[config.mk]
export PLATFORM = sky130hd
export DESIGN_NAME = ysyx_22050078_ifu_axi_flat
export DESIGN_NICKNAME = d
export VERILOG_FILES = /design/src/rtl/ysyx_22050078_ifu_axi_pkg.sv /design/src/rtl/ysyx_22050078_ifu_axi_if.sv /design/src/rtl/ysyx_22050078_ifu_wordsel.sv /design/src/rtl/ysyx_22050078_ifu_axi.sv /design/src/flat_wrapper.sv
export SDC_FILE = /design/constraint.sdc
export NUM_CORES = 1
export LEC_CHECK = 0
export BUFFER_PORTS_ARGS = -buffer_cell sky130_fd_sc_hd__buf_4
export CAP_MARGIN = 20
export CELL_PAD_IN_SITES_DETAIL_PLACEMENT = 1
export CELL_PAD_IN_SITES_GLOBAL_PLACEMENT = 2
export CORE_MARGIN = 2
export CORE_UTILIZATION = 20
export DETAILED_ROUTE_END_ITERATION = 10
export PLACE_DENSITY = 0.75
export RECOVER_POWER = 50
export SYNTH_ARGS = -nofsm -noshare
export SYNTH_HDL_FRONTEND = slang
export SYNTH_SLANG_ARGS = --single-unit
[constraint.sdc]
create_clock -name clk -period 1.6 [get_ports clk]
set_input_delay 0.16 -clock clk [delete_from_list [all_inputs] [get_ports clk]]
set_output_delay 0.16 -clock clk [all_outputs]
set_load 0.01 [all_outputs]
[src/rtl/ysyx_22050078_ifu_axi_pkg.sv]
// Shared definitions for the AXI instruction fetch unit: FSM states,
// the NOP substituted on faults, and the fetch-error bit positions.
package ysyx_22050078_ifu_axi_pkg;

  typedef enum logic [2:0] {
    S_IDLE  = 3'd0,
    S_AR    = 3'd1,
    S_R     = 3'd2,
    S_OUT   = 3'd3,
    S_DRAIN = 3'd4
  } state_t;

  localparam logic [31:0] NOP_INST = 32'h0000_0013;

  localparam int ERR_BIT_MISALIGN = 0;
  localparam int ERR_BIT_BUS      = 1;

endpackage

[src/rtl/ysyx_22050078_ifu_axi_if.sv]
// Signal bundle between the fetch unit, the PC unit, the read channel of
// the memory bus and the decoder.
interface ysyx_22050078_ifu_axi_if #(
  parameter int PC_WIDTH   = 64,
  parameter int INST_WIDTH = 32,
  parameter int BUS_WIDTH  = 64
);
  // Every channel transfers on a rising edge where its valid and ready are
  // both high; a source holds valid and payload until that edge.
  logic [PC_WIDTH-1:0]   i_pc;
  logic                  i_pc_valid;
  logic                  o_pc_ready;
  logic                  i_flush;
  logic [PC_WIDTH-1:0]   o_araddr;
  logic                  o_arvalid;
  logic                  i_arready;
  logic [BUS_WIDTH-1:0]  i_rdata;
  logic [1:0]            i_rresp;
  logic                  i_rvalid;
  logic                  o_rready;
  logic [INST_WIDTH-1:0] o_inst;
  logic [PC_WIDTH-1:0]   o_inst_pc;
  logic                  o_inst_valid;
  logic                  i_inst_ready;
  logic [1:0]            o_fetch_err;

  modport master (
    input  i_pc, i_pc_valid, i_flush, i_arready, i_rdata, i_rresp, i_rvalid, i_inst_ready,
    output o_pc_ready, o_araddr, o_arvalid, o_rready, o_inst, o_inst_pc, o_inst_valid, o_fetch_err
  );

  modport slave (
    output i_pc, i_pc_valid, i_flush, i_arready, i_rdata, i_rresp, i_rvalid, i_inst_ready,
    input  o_pc_ready, o_araddr, o_arvalid, o_rready, o_inst, o_inst_pc, o_inst_valid, o_fetch_err
  );
endinterface

[src/rtl/ysyx_22050078_ifu_wordsel.sv]
// Picks the 32-bit instruction word out of a 64-bit read beat.
module ysyx_22050078_ifu_wordsel #(
  parameter int BUS_WIDTH  = 64,
  parameter int INST_WIDTH = 32
) (
  input  logic [BUS_WIDTH-1:0]  beat,
  input  logic                  sel,
  output logic [INST_WIDTH-1:0] word
);
  assign word = sel ? beat[BUS_WIDTH-1:BUS_WIDTH-INST_WIDTH] : beat[INST_WIDTH-1:0];
endmodule

[src/rtl/ysyx_22050078_ifu_axi.sv]
// Single-outstanding instruction fetch unit: accepts a PC, reads the aligned
// 64-bit beat over AXI read channels and hands one instruction to decode.
module ysyx_22050078_ifu_axi
  import ysyx_22050078_ifu_axi_pkg::*;
#(
  parameter int PC_WIDTH   = 64,
  parameter int INST_WIDTH = 32,
  parameter int BUS_WIDTH  = 64
) (
  input  logic                     clk,
  input  logic                     rst,
  ysyx_22050078_ifu_axi_if.master  bus,
  output state_t                   dbg_state
);

  state_t                state_q, state_n;
  logic [PC_WIDTH-1:0]   pc_q, pc_n;
  logic [INST_WIDTH-1:0] inst_q, inst_n;
  logic [1:0]            err_q, err_n;
  logic                  flushed_q, flushed_n;
  logic [INST_WIDTH-1:0] beat_word;

  ysyx_22050078_ifu_wordsel #(
    .BUS_WIDTH (BUS_WIDTH),
    .INST_WIDTH(INST_WIDTH)
  ) u_wordsel (
    .beat(bus.i_rdata),
    .sel (pc_q[2]),
    .word(beat_word)
  );

  always_ff @(posedge clk) begin
    if (rst) begin
      state_q   <= S_IDLE;
      pc_q      <= '0;
      inst_q    <= '0;
      err_q     <= '0;
      flushed_q <= 1'b0;
    end else begin
      state_q   <= state_n;
      pc_q      <= pc_n;
      inst_q    <= inst_n;
      err_q     <= err_n;
      flushed_q <= flushed_n;
    end
  end

  always_comb begin
    state_n   = state_q;
    pc_n      = pc_q;
    inst_n    = inst_q;
    err_n     = err_q;
    flushed_n = flushed_q;
    unique case (state_q)
      S_IDLE: begin
        if (bus.i_pc_valid && !bus.i_flush) begin
          pc_n      = bus.i_pc;
          flushed_n = 1'b0;
          err_n     = 2'b00;
          if (bus.i_pc[1:0] != 2'b00) begin
            inst_n                  = NOP_INST;
            err_n[ERR_BIT_MISALIGN] = 1'b1;
            state_n                 = S_OUT;
          end else begin
            state_n = S_AR;
          end
        end
      end
      S_AR: begin
        // A flush cannot retract an offered address; remember it and drain the beat.
        if (bus.i_flush) flushed_n = 1'b1;
        if (bus.i_arready) state_n = (bus.i_flush || flushed_q) ? S_DRAIN : S_R;
      end
      S_R: begin
        if (bus.i_rvalid) begin
          if (bus.i_flush) begin
            state_n = S_IDLE;
          end else begin
            state_n = S_OUT;
            if (bus.i_rresp != 2'b00) begin
              inst_n             = NOP_INST;
              err_n[ERR_BIT_BUS] = 1'b1;
            end else begin
              inst_n = beat_word;
            end
          end
        end else if (bus.i_flush) begin
          state_n = S_DRAIN;
        end
      end
      S_OUT: begin
        if (bus.i_flush || bus.i_inst_ready) state_n = S_IDLE;
      end
      S_DRAIN: begin
        if (bus.i_rvalid) state_n = S_IDLE;
      end
      default: state_n = S_IDLE;
    endcase
  end

  assign bus.o_pc_ready   = (state_q == S_IDLE) && !bus.i_flush;
  assign bus.o_arvalid    = (state_q == S_AR);
  assign bus.o_araddr     = {pc_q[PC_WIDTH-1:3], 3'b000};
  assign bus.o_rready     = (state_q == S_R) || (state_q == S_DRAIN);
  assign bus.o_inst_valid = (state_q == S_OUT);
  assign bus.o_inst       = inst_q;
  assign bus.o_inst_pc    = pc_q;
  assign bus.o_fetch_err  = err_q;
  assign dbg_state        = state_q;

endmodule
[src/flat_wrapper.sv]
// flat-port wrapper written by rule: the top's interface ports become plain ports
module ysyx_22050078_ifu_axi_flat import ysyx_22050078_ifu_axi_pkg::*;
#(
  parameter int PC_WIDTH   = 64,
  parameter int INST_WIDTH = 32,
  parameter int BUS_WIDTH  = 64
)
  (clk, rst, dbg_state, bus_i_pc, bus_i_pc_valid, bus_i_flush, bus_i_arready, bus_i_rdata, bus_i_rresp, bus_i_rvalid, bus_i_inst_ready, bus_o_pc_ready, bus_o_araddr, bus_o_arvalid, bus_o_rready, bus_o_inst, bus_o_inst_pc, bus_o_inst_valid, bus_o_fetch_err);
  ysyx_22050078_ifu_axi_if #(.PC_WIDTH(PC_WIDTH), .INST_WIDTH(INST_WIDTH), .BUS_WIDTH(BUS_WIDTH)) bus_i ();
  input  logic clk;
  input  logic rst;
  output state_t dbg_state;
  input wire logic [$bits(bus_i.i_pc)-1:0] bus_i_pc;
  input wire logic [$bits(bus_i.i_pc_valid)-1:0] bus_i_pc_valid;
  input wire logic [$bits(bus_i.i_flush)-1:0] bus_i_flush;
  input wire logic [$bits(bus_i.i_arready)-1:0] bus_i_arready;
  input wire logic [$bits(bus_i.i_rdata)-1:0] bus_i_rdata;
  input wire logic [$bits(bus_i.i_rresp)-1:0] bus_i_rresp;
  input wire logic [$bits(bus_i.i_rvalid)-1:0] bus_i_rvalid;
  input wire logic [$bits(bus_i.i_inst_ready)-1:0] bus_i_inst_ready;
  output wire logic [$bits(bus_i.o_pc_ready)-1:0] bus_o_pc_ready;
  output wire logic [$bits(bus_i.o_araddr)-1:0] bus_o_araddr;
  output wire logic [$bits(bus_i.o_arvalid)-1:0] bus_o_arvalid;
  output wire logic [$bits(bus_i.o_rready)-1:0] bus_o_rready;
  output wire logic [$bits(bus_i.o_inst)-1:0] bus_o_inst;
  output wire logic [$bits(bus_i.o_inst_pc)-1:0] bus_o_inst_pc;
  output wire logic [$bits(bus_i.o_inst_valid)-1:0] bus_o_inst_valid;
  output wire logic [$bits(bus_i.o_fetch_err)-1:0] bus_o_fetch_err;
  assign bus_i.i_pc = bus_i_pc;
  assign bus_i.i_pc_valid = bus_i_pc_valid;
  assign bus_i.i_flush = bus_i_flush;
  assign bus_i.i_arready = bus_i_arready;
  assign bus_i.i_rdata = bus_i_rdata;
  assign bus_i.i_rresp = bus_i_rresp;
  assign bus_i.i_rvalid = bus_i_rvalid;
  assign bus_i.i_inst_ready = bus_i_inst_ready;
  assign bus_o_pc_ready = bus_i.o_pc_ready;
  assign bus_o_araddr = bus_i.o_araddr;
  assign bus_o_arvalid = bus_i.o_arvalid;
  assign bus_o_rready = bus_i.o_rready;
  assign bus_o_inst = bus_i.o_inst;
  assign bus_o_inst_pc = bus_i.o_inst_pc;
  assign bus_o_inst_valid = bus_i.o_inst_valid;
  assign bus_o_fetch_err = bus_i.o_fetch_err;
  ysyx_22050078_ifu_axi #(.PC_WIDTH(PC_WIDTH), .INST_WIDTH(INST_WIDTH), .BUS_WIDTH(BUS_WIDTH)) u_core (.clk(clk), .rst(rst), .bus(bus_i), .dbg_state(dbg_state));
endmodule
==> results.md <==
- Yosys warning count: 0
- Worst Hold Class: in -> reg
- Hold path startpoint: bus_i_pc[41]
- Final Core Density: 0.296
- Int Pwr: 5770 uW
- Net Switching: 2880 uW
- Avg Inst Size Synth: 8.50 um^2
- Async set or reset register ratio after synthesis: 0
- Max-cap violations: 0
- Mapped cell area: 4870 um^2
- Final Skew: 0.00914 ns
- Sequential power share: 0.353
- Synth top cells by count: nand2_1 (162), dfxtp_1 (102), buf_4 (71), a21oi_1 (70)
- GRT Overall Usage: 0.126
- Clock group share of total power: 0.279
- Synth cell types: 36
- Complex-gate fraction of the synthesized area: 0.0917
- Worst-skew pair later-pin latency: 0.35 ns
- Most used DFF post-synth: dfxtp_1
- CP Data Arrival Time: 1.87 ns
- Rows: 57
- Leakage power: 0.00295 uW
- Power per standard cell area: 1210 nW/um^2
- # setup viols final: 0
- Final net count: 951
- DR WL/cell: 14.8 um
- Antenna violations before repair: 0
- Post-DP HPWL: 13.2 mm
- Reg-to-Reg Start: u_core.dbg_state[0]
- IO buf count: 302
- Area grow syn2layout: 46.3%
- Crit path capture type: flop
- Status: completed
- Max clock buf depth: 2
- Final wirelength: 16.9 mm
- RSZ-0062 raised after global routing: true
- Critical Path Fanout Max: 8
- Die W: 160 um
- Final hold vios: 0
- CP max stage cell: dfxtp_4
- Grt ovf: 0
- Largest family of logic cells by synthesized area: simple AND/OR/NAND/NOR gates
- Sw frac: 0.333
- Worst Setup SP: u_core.dbg_state[0]
- CP Launch Type: flop
- Leading area contributor after synthesis: dfxtp_1
- WS Path Type: reg -> reg
- CTS Buf Count: 9
- Sequential element share of the synthesized area: 0.419
- First-iteration detailed-routing DRC count: 125
- Minimum clock period: 1.60 ns
- Post-synth EDFFs: 0
- Die height: 160 um
- H-tree lvl count: 3
- Drt via density: 4.02
- Buf+Inv Stages, Crit Path: 2
- Ant diodes: 0
- Die area: 25600 um^2
- Core Area: 24100 um^2
- Combinational power share: 0.368
- Worst path max stage delay: 0.38 ns
- Xor and xnor fraction of the mapped netlist area: 0
- Post-synthesis adder-cell area fraction: 0
- GP Congestion: 0.716
- First-pass GRT wire length: 25.5 mm
- Share of cells above drive strength 1: 0.348
- Vias: 4590
- Max Freq: 0.626 GHz
- Effective utilization at floorplan: 0.202
- Placed Cells: 1126
- Total power: 8650 uW
- DR DRC count: 0
- Maximum vdd ir drop: 507 uV
- Top-area cell type share of the netlist area: 0.419
- Tcrit/Tclk final: 0.998
- Post-synthesis mux area share: 0.136
- Simple-gate share of the synthesized area: 0.207
- Post-Synthesis Cells: 573
- CTS tree: built
- Setup TNS: 0 ns
- Pre-antenna DRT Iters: 4
- Synth area leaders: dfxtp_1 (42%), nand2_1 (12%), buf_4 (11%)
- Max Slew Vio Count: 0
- Req. time, crit path: 1.87 ns
- Pre-CTS WS: -0.0210 ns
- Post-route antenna net violation count: 0
- Largest net degree at the start of global routing: 53
- Vias in the first global route: 4515
- Worst path cell trace: buf_4, a211o_1, o211a_4, nand2_4, buf_12, mux2i_1
- Yosys reg bits: 102
- CTS root buf: clkbuf_16
- Most common cell in the netlist: nand2_1
- Family with the most delay on the worst path: compound AO/OA/AOI/OAI gates
- Sink Count: 102
- Layout Cells excl Fill: 1143
- Clock Pin Slew Worst Setup and Hold Paths: 0.08 ns
- I/O Pins: 306
- Final WS setup: 0.00315 ns
worst min-delay path: stages:
cell	delay, ns
buf_4	0.11
nand2_1	0.04
a21oi_1	0.05
per-stage QoR:
stage / instance area (um^2) / hold WS, ns
finish: 7130 / 0.0538
global route: 7130 / 0.0328
CTS: 7530 / 0.0273
detailed placement: 7190 / 0.417
global placement: 7190 / 0.406
floorplan: 4900 / 0.296
layer usage:
layer / vias up / GRT usage / wire length [um]
met4: 0 / 0.0246 / 96
li1: 2284 / - / -
met5: - / 0 / 0
met3: 5 / 0.0569 / 1740
met1: 2095 / 0.154 / 7180
met2: 206 / 0.206 / 7890
cell families (layout without fill, tap and decap cells):
group / after synthesis / count (layout)
AND/OR/NAND/NOR: 223 / 223
other: 1 / 3
buffers and inverters: 104 / 348
AO/OA/AOI/OAI: 81 / 81
flip-flops: 102 / 102
multiplexers: 62 / 62
cell type report:
| cell class | count | area, um^2 |
|---|---|---|
| fillers | 2998 | 17000 |
| multi-input cells | 369 | 2190 |
| repair buffers | 331 | 2150 |
| flip-flops and latches | 102 | 2050 |
| well taps | 324 | 405 |
| clock buffers | 10 | 229 |
| clock inverters | 6 | 92.6 |
| inverters | 1 | 3.75 |
flip-flops by register name (all words and copies together), names as in the netlist:
name,flops
u_core.bus.o_fetch_err,2
u_core.bus.o_inst,32
u_core.bus.o_inst_pc,64
u_core.dbg_state,3
u_core.flushed_q,1
worst paths after layout:
| kind | endpoint | slack (ns) | depth (start not counted) |
|---|---|---|---|
| worst max-delay path | u_core.bus.o_inst[6] | 0.003 | 6 |
| worst max register to register | u_core.bus.o_inst[6] | 0.003 | 6 |
| worst min register to register | u_core.bus.o_inst_pc[0] | 0.46 | 2 |
| worst min-delay path | u_core.bus.o_inst_pc[41] | 0.05 | 3 |
power groups by stage:
stage | logic, uW | clock network [uW] | registers, uW
floorplan | 1910 | 0 | 3160
global placement | 3360 | 0 | 3110
detailed placement | 3390 | 0 | 3120
CTS | 3420 | 2550 | 3070
global route | 3470 | 2650 | 3110
finish | 3180 | 2410 | 3060
what timing repair did:
item,in CTS,in global routing
gates resized for setup,4,9
hold buffers,0,0
setup endpoints to repair,38,35
pin swaps,2,0
setup buffers,0,1
cells in the final DEF, fill, tap and decap left out, types with 2 or more instances in the layout:
master,count
nor3b_2,3
or3_1,2
nor2_1,5
buf_4,204
nand3_1,4
dfxtp_1,98
mux2i_1,29
clkbuf_16,9
mux2_2,33
nor3_1,3
a21oi_1,67
dfxtp_2,3
buf_12,9
inv_6,2
or4b_4,2
nand2_1,160
a211o_1,2
clkbuf_1,119
nand2_2,2
a21oi_2,3
clkinvlp_4,2
conb_1,3
nand2b_1,33
bufinv_16,2
(Power assumes the default switching activity.)
